## src/rtl/weight_rd_sched_if.sv

```systemverilog
// Weight-read scheduler handshake bundle: layer control, loader tile handshake,
// and weight-RAM read port. master = scheduler side, slave = environment side.
interface weight_rd_sched_if #(
    parameter int AW = 16
);
    logic          start;
    logic          buf_ready;
    logic          rd_ready;
    logic          busy;
    logic          done;
    logic          buf_release;
    logic          rd_en;
    logic [AW-1:0] rd_addr;
    logic          rd_valid;
    logic          rd_last;
    logic [AW-1:0] tile_idx;
    logic [AW-1:0] rep_idx;

    modport master (
        input  start, buf_ready, rd_ready,
        output busy, done, buf_release, rd_en, rd_addr, rd_valid, rd_last,
               tile_idx, rep_idx
    );

    modport slave (
        output start, buf_ready, rd_ready,
        input  busy, done, buf_release, rd_en, rd_addr, rd_valid, rd_last,
               tile_idx, rep_idx
    );
endinterface

```

## src/rtl/weight_rd_sched.sv

```systemverilog
// Weight-buffer read sequencer: TILE_NUM tiles x REPEAT passes x TILE_SIZE words.
// rd_en is combinational on rd_ready in READ (stalls hold addr/rep); rd_valid trails rd_en by 1.
module weight_rd_sched #(
    parameter int AW        = 16,
    parameter int TILE_SIZE = 64,
    parameter int REPEAT    = 4,
    parameter int TILE_NUM  = 8
) (
    input  logic               clk,
    input  logic               rst,
    input  logic               sys_rst,
    weight_rd_sched_if.master  bus
);
    typedef enum logic [2:0] {
        IDLE     = 3'd0,
        WAIT_BUF = 3'd1,
        READ     = 3'd2,
        RELEASE  = 3'd3,
        FIN      = 3'd4
    } state_t;

    localparam logic [AW-1:0] ADDR_MAX = AW'(TILE_SIZE - 1);
    localparam logic [AW-1:0] REP_MAX  = AW'(REPEAT - 1);
    localparam logic [AW-1:0] TILE_MAX = AW'(TILE_NUM - 1);

    state_t        state;
    logic [AW-1:0] addr;
    logic [AW-1:0] rep;
    logic [AW-1:0] tile;
    logic          busy_q;
    logic          done_q;
    logic          rel_q;
    logic          rd_valid_q;
    logic          rd_en;

    assign rd_en = (state == READ) && bus.rd_ready;

    // busy/done/buf_release are registered alongside the state so they line up with it exactly.
    always_ff @(posedge clk or posedge rst) begin
        if (rst) begin
            state      <= IDLE;
            addr       <= '0;
            rep        <= '0;
            tile       <= '0;
            busy_q     <= 1'b0;
            done_q     <= 1'b0;
            rel_q      <= 1'b0;
            rd_valid_q <= 1'b0;
        end else if (sys_rst) begin
            state      <= IDLE;
            addr       <= '0;
            rep        <= '0;
            tile       <= '0;
            busy_q     <= 1'b0;
            done_q     <= 1'b0;
            rel_q      <= 1'b0;
            rd_valid_q <= 1'b0;
        end else begin
            done_q     <= 1'b0;
            rel_q      <= 1'b0;
            rd_valid_q <= rd_en;
            case (state)
                IDLE: begin
                    if (bus.start) begin
                        state  <= WAIT_BUF;
                        busy_q <= 1'b1;
                    end
                end
                WAIT_BUF: begin
                    if (bus.buf_ready) begin
                        state <= READ;
                    end
                end
                READ: begin
                    if (rd_en) begin
                        if (addr == ADDR_MAX) begin
                            addr <= '0;
                            if (rep == REP_MAX) begin
                                rep   <= '0;
                                state <= RELEASE;
                                rel_q <= 1'b1;
                            end else begin
                                rep <= rep + 1'b1;
                            end
                        end else begin
                            addr <= addr + 1'b1;
                        end
                    end
                end
                RELEASE: begin
                    if (tile == TILE_MAX) begin
                        tile   <= '0;
                        state  <= FIN;
                        done_q <= 1'b1;
                    end else begin
                        tile  <= tile + 1'b1;
                        state <= WAIT_BUF;
                    end
                end
                FIN: begin
                    state  <= IDLE;
                    busy_q <= 1'b0;
                end
                default: begin
                    state  <= IDLE;
                    busy_q <= 1'b0;
                end
            endcase
        end
    end

    assign bus.busy        = busy_q;
    assign bus.done        = done_q;
    assign bus.buf_release = rel_q;
    assign bus.rd_en       = rd_en;
    assign bus.rd_addr     = addr;
    assign bus.rd_valid    = rd_valid_q;
    assign bus.rd_last     = rd_en && (addr == ADDR_MAX);
    assign bus.tile_idx    = tile;
    assign bus.rep_idx     = rep;
endmodule

```

## src/flat_wrapper.sv

```systemverilog
// flat-port wrapper written by rule: the top's interface ports become plain ports
module weight_rd_sched_flat 
#(
    parameter int AW        = 16,
    parameter int TILE_SIZE = 64,
    parameter int REPEAT    = 4,
    parameter int TILE_NUM  = 8
)
  (clk, rst, sys_rst, bus_start, bus_buf_ready, bus_rd_ready, bus_busy, bus_done, bus_buf_release, bus_rd_en, bus_rd_addr, bus_rd_valid, bus_rd_last, bus_tile_idx, bus_rep_idx);
  weight_rd_sched_if #(.AW(AW)) bus_i ();
  input  logic clk;
  input  logic rst;
  input  logic sys_rst;
  input wire logic [$bits(bus_i.start)-1:0] bus_start;
  input wire logic [$bits(bus_i.buf_ready)-1:0] bus_buf_ready;
  input wire logic [$bits(bus_i.rd_ready)-1:0] bus_rd_ready;
  output wire logic [$bits(bus_i.busy)-1:0] bus_busy;
  output wire logic [$bits(bus_i.done)-1:0] bus_done;
  output wire logic [$bits(bus_i.buf_release)-1:0] bus_buf_release;
  output wire logic [$bits(bus_i.rd_en)-1:0] bus_rd_en;
  output wire logic [$bits(bus_i.rd_addr)-1:0] bus_rd_addr;
  output wire logic [$bits(bus_i.rd_valid)-1:0] bus_rd_valid;
  output wire logic [$bits(bus_i.rd_last)-1:0] bus_rd_last;
  output wire logic [$bits(bus_i.tile_idx)-1:0] bus_tile_idx;
  output wire logic [$bits(bus_i.rep_idx)-1:0] bus_rep_idx;
  assign bus_i.start = bus_start;
  assign bus_i.buf_ready = bus_buf_ready;
  assign bus_i.rd_ready = bus_rd_ready;
  assign bus_busy = bus_i.busy;
  assign bus_done = bus_i.done;
  assign bus_buf_release = bus_i.buf_release;
  assign bus_rd_en = bus_i.rd_en;
  assign bus_rd_addr = bus_i.rd_addr;
  assign bus_rd_valid = bus_i.rd_valid;
  assign bus_rd_last = bus_i.rd_last;
  assign bus_tile_idx = bus_i.tile_idx;
  assign bus_rep_idx = bus_i.rep_idx;
  weight_rd_sched #(.AW(AW), .TILE_SIZE(TILE_SIZE), .REPEAT(REPEAT), .TILE_NUM(TILE_NUM)) u_core (.clk(clk), .rst(rst), .sys_rst(sys_rst), .bus(bus_i));
endmodule
```

## config.mk

```make
export PLATFORM = sky130hd
export DESIGN_NAME = weight_rd_sched_flat
export DESIGN_NICKNAME = d
export VERILOG_FILES = /design/src/rtl/weight_rd_sched_if.sv /design/src/rtl/weight_rd_sched.sv /design/src/flat_wrapper.sv
export SDC_FILE = /design/constraint.sdc
export NUM_CORES = 1
export LEC_CHECK = 0
export BUFFER_PORTS_ARGS = -buffer_cell sky130_fd_sc_hd__buf_2
export CAP_MARGIN = 20
export CORE_UTILIZATION = 30
export DETAILED_ROUTE_END_ITERATION = 10
export PLACE_DENSITY = 0.57
export SYNTH_ARGS = -nofsm -noshare
export SYNTH_HDL_FRONTEND = slang
export SYNTH_SLANG_ARGS = --single-unit
```

## constraint.sdc

```tcl
create_clock -name clk -period 3.1 [get_ports clk]
set_input_delay 0.62 -clock clk [delete_from_list [all_inputs] [get_ports clk]]
set_output_delay 0.62 -clock clk [all_outputs]
set_load 0.01 [all_outputs]
```

-- After elaboration in Yosys (flattened, before gate mapping)
Index checks and enable logic that the tools add are counted.
- output and inout bits: 54
- flip-flop bits (word level): 55
- bits of input ports: 6
- logic and storage cells: 67
- mux-type cells: 32
- eq/ne operators: 12
- reduce and logical (&&, ||, !) cells: 12
- add/subtract/negate cells: 3
- operators by type and width (cell ; number):
    16-bit two-way mux ; 12
    16-bit by 1-bit adder with 16-bit output, second input constant ; 3
    3-bit two-way mux ; 7
    16-bit by 2-bit equality test with 1-bit output, second input constant ; 1
    16-bit by 3-bit equality test with 1-bit output, second input constant ; 1
    16-bit by 6-bit equality test with 1-bit output, second input constant ; 1
    3-bit != test, second input constant ; 4
    3-bit case mux with 4 select lines ; 1
    1-bit two-way mux ; 11
    2-bit nonzero test ; 4
    3-bit by 2-bit equality test with 1-bit output, second input constant ; 2
    5-bit AND reduction ; 1
    2-bit AND reduction ; 2
    3-bit by 1-bit equality test with 1-bit output, second input constant ; 1
    3-bit zero test ; 1
    3-bit by 2-bit != test with 1-bit output, second input constant ; 1
    3-bit AND reduction ; 1
    3-bit OR reduction ; 1
    1-bit logical AND ; 2
    2-bit by 1-bit != test with 1-bit output, second input constant ; 1
    1-bit case mux with 2 select lines ; 1

-- Depth between registers and ports, before layout
- depth in word-level cells: 6
- depth in mapped cells: 9
- gate-level depth less buffers: 6

-- Least setup slack after synthesis
No wires, ideal clock.
- kind: register to register
- start point: reg u_core.addr[8], in the netlist u_core.bus.rd_addr[8]
- end point: reg u_core.rep[3], in the netlist u_core.bus.rep_idx[3]
- library setup time: 77 ps
- slack: 374 ps
- clock period less this slack: 2726 ps
- arrival time: 2649 ps
- path buffers: 1
- data required time: 3023 ps
- cell stages (with the launch flop): 7
- path through: dfrtp_1 -> or4_4 -> or4_4 -> or3_1 -> buf_2 -> or4b_1 -> a21oi_1
- word-level cells in the longest chain between the ends: 3
- ends and longest elaborated chain (what ; RTL line ; source):
    from (decl) ; weight_rd_sched.sv:27 ; logic [AW-1:0] addr;
    from (signal assigned) ; weight_rd_sched.sv:86 ; addr <= addr + 1'b1;
    16-bit by 6-bit equality test with 1-bit output ; weight_rd_sched.sv:76 ; if (addr == ADDR_MAX) begin
    2-bit nonzero test (no line) ; - ;
    3-bit AND reduction (no line) ; - ;
    to (signal assigned) ; weight_rd_sched.sv:83 ; rep <= rep + 1'b1;
    to (decl) ; weight_rd_sched.sv:28 ; logic [AW-1:0] rep;
Every way passes these cells.
A chain may end at the register's enable or synchronous reset.

-- Worst setup path in the final report
Ends and elaborated chain as after synthesis.

==> out/metrics.csv <==
stage,metric,value,unit
timing,Worst Max-Slew Pin Slew,0.898,ns
setup_path,critical path arrival,3.09,ns
drt,# DRC,0,
clock_tree,Max Root-Sink Buffers,2,
clock_tree,CTS Buf Count,5,
clock_tree,clk sinks,55,
global_route,Total GRT Usage,15.8,%
synth,Synth cell types,48,
cells_and_area,non-filler instance count after layout,515,
clock_tree,clock transition at the registers of the reported paths,0.10,ns
cells_and_area,synthesis-to-finish area growth,18.4,%
die,Core Rows,35,
cells_and_area,Layout Nets,393,
pwr,Design Power,1.22,mW
die,# IOs,60,
clock_tree,Root Buffer,clkbuf_8,
setup_path,Crit Path Category,reg2reg,
pwr,Pleak,1.56,nW
clock_tree,CTS tree,built,
timing,Slew Limit Headroom,39.5,%
timing,Fin Hold WS,0.283,ns
clock_tree,number of H-tree levels,2,
setup_path,reg2reg start,u_core.bus.rd_addr[8],
synth,"Seq/Total Area, Yosys",46.8,%
global_route,antenna violations before repair,1,
setup_path,Crit. End Element,flip-flop,
global_route,first-pass GRT wire length,12800,µm
setup_path,crit path launch,u_core.bus.rd_addr[8],
global_route,grt total ovfl,0,
drt,Routed WL per cell,15.1,µm
timing,crit path time final,2.85,ns
die,Die Y,101,µm
clock_tree,setup bufs post-CTS,0,
cells_and_area,Util after Layout,37.2,%
die,die area,10200,µm²
global_route,largest net degree at the start of global routing,22,
synth,Post-Synthesis Cell Area,2940,µm²
timing,Setup TNS,0,ns
synth,Syn. warnings,0,
placement,number of port buffers,59,
die,die width,101,µm
synth,post-synth top area share,46.8,%
timing,"Slew Viols, Final",0,
timing,Final setup violation count,0,
timing,RSZ-0062 raised after global routing,false,
synth,Synth area leader,dfrtp_1,
drt,Starting DRT DRC Count,100,
synth,number of flops mapped to enable cells by yosys,0,
drt,vias per std cell,5.32,
global_route,vias in the first global route,2472,
synth,flop and latch count out of synthesis,55,
placement,placed insts,506,
timing,Clock Skew,0.00435,ns
synth,"top cells by area, synth","dfrtp_1 47%, o21ai_0 4.3%, a31oi_1 4.0%, nand2_1 4.0%, a21oi_1 3.6%",
timing,FMAX,0.351,GHz
die,Starting Density,31.4,%
pwr,peak supply drop,0.173,mV
die,Core Area,9370,µm²
cells_and_area,layout cells sized above 1,22.9,%
synth,post-synthesis async set-or-reset flop share,100,%
worst_hold_path,hold crit path type,in2async,
drt,DR vias,2741,
synth,Syn Nets,335,
synth,average cell area after synthesis,9.02,µm²
timing,Final Hold Fails,0,
setup_path,Slowest cell on crit path,or4_4,
placement,DP HPWL,5580,µm
placement,RD Place Congestion,0.795,
pwr,PD cells,352,nW/µm²
setup_path,CP Cell Sequence,or4_4 > or4_4 > or3_1 > or4b_1 > a21oi_1,
setup_path,CP required,3.34,ns
synth,ys flop type,dfrtp_1,
setup_path,CP Max Fanout,9,
clock_tree,post-CTS resize count,0,
clock_tree,cts hold-fix bufs,0,
clock_tree,clk_lat worst skew,0.31,ns
run,max-cap check violation count,0,
timing,period utilization,92.0,%
setup_path,CP Launch Type,flip-flop,
drt,First-pass DRT Iterations,4,
drt,final wirelength,7780,µm
setup_path,crit-path max cell delay,0.57,ns
synth,Cells after Synth,326,
drt,post-route ant nets,0,
status,status,"complete, no violations",
setup_path,CP most frequent cell,or4_4,
==> per-layer routing <==
metal / global-route usage [%] / share of wire, %
met4: 3.12 / 0.78
met1: 22.0 / 47
met2: 24.9 / 46
met3: 3.81 / 6.3
met5: 0 / 0.17
==> registers in the layout (all words and copies together), names as in the netlist <==
| signal | flops |
|---|---|
| u_core.bus.buf_release | 1 |
| u_core.bus.busy | 1 |
| u_core.bus.done | 1 |
| u_core.bus.rd_addr | 16 |
| u_core.bus.rd_valid | 1 |
| u_core.bus.rep_idx | 16 |
| u_core.bus.tile_idx | 16 |
| u_core.state | 3 |
==> metrics by stage <==
step	setup slack [ns]	cell area, µm²
2_1_floorplan	0.374	2940
3_3_place_gp	0.314	3380
3_5_place_dp	0.284	3380
4_1_cts	0.238	3480
5_1_grt	0.140	3480
6_report	0.247	3480
==> synth_stat cells (all sizes together), types with 2 or more instances <==
library cell and number:
or2 3, and4 5, ha 3, nand2 31
clkbuf 11, o21ai 25, a31oi 19, mux2i 2
inv 9, nand3 18, nor4 8, buf 5
or3 10, a311oi 3, nand4 10, a22o 4
nor3 10, nor2 28, nand3b 2, and3 3
a21oi 21, or4 5, nand2b 2, a41oi 4
xnor2 2, o31ai 4, dfrtp 55, xor2 10
==> critical path: cells and delay by family (launching register included) <==
kind               cells  cell delay, ns
and+or+nand+nor        4            2.18
DFF                    1            0.45
AOI/OAI and AO/OA      1            0.16
==> cell families (layout without fill, tap and decap cells) <==
| logic type | after synthesis | count (layout) | share of synthesized area (%) |
|---|---|---|---|
| mux | 3 | 3 | 1.06 |
| buf+inv | 26 | 85 | 3.79 |
| xor+xnor | 12 | 12 | 3.57 |
| flops | 55 | 55 | 46.8 |
| other cells | 0 | 1 | 0 |
| fa+ha+maj | 3 | 3 | 1.28 |
| compound gates | 86 | 86 | 17.8 |
| simple gates | 141 | 141 | 25.7 |
==> where the power goes <==
part / switching, mW / total [mW] / internal, mW / leakage, nW
sequential: 0.00878 / 0.732 / 0.723 / 0.765
clock: 0.241 / 0.425 / 0.184 / 0.0484
combinational: 0.0466 / 0.0678 / 0.0213 / 0.748
==> worst paths after layout <==
kind | to | slack [ns] | cells after the start
worst max-delay path | u_core.bus.rep_idx[3] | 0.25 | 5
worst min-delay path | u_core.bus.rd_addr[5] | 0.28 | 2
worst max register to register | u_core.bus.rep_idx[3] | 0.25 | 5
worst min register to register | u_core.bus.tile_idx[9] | 0.54 | 1
max in group asynchronous | u_core.bus.rd_addr[15] | 2.17 | 3
min in group clk | u_core.bus.tile_idx[9] | 0.54 | 1
==> cells in the final DEF, fill, tap and decap left out, types with 18 or more instances in the layout <==
cell,instances
a31oi_1,19
a21oi_1,21
o21ai_0,25
dfrtp_1,55
nand3_1,18
buf_2,59
nand2_1,31
nor2_1,28
==> area by class of cell <==
class                      instances  area, µm²
clock buffer                       7       86.3
inverter                          10       37.5
tap                              129        161
multi-input combinational        245       1450
fill                             982       5890
sequential                        55       1380
antenna                            1       2.50
clock inverter                     1       8.76
timing repair buffer              67        355
Power figures use the tool's default switching activity.
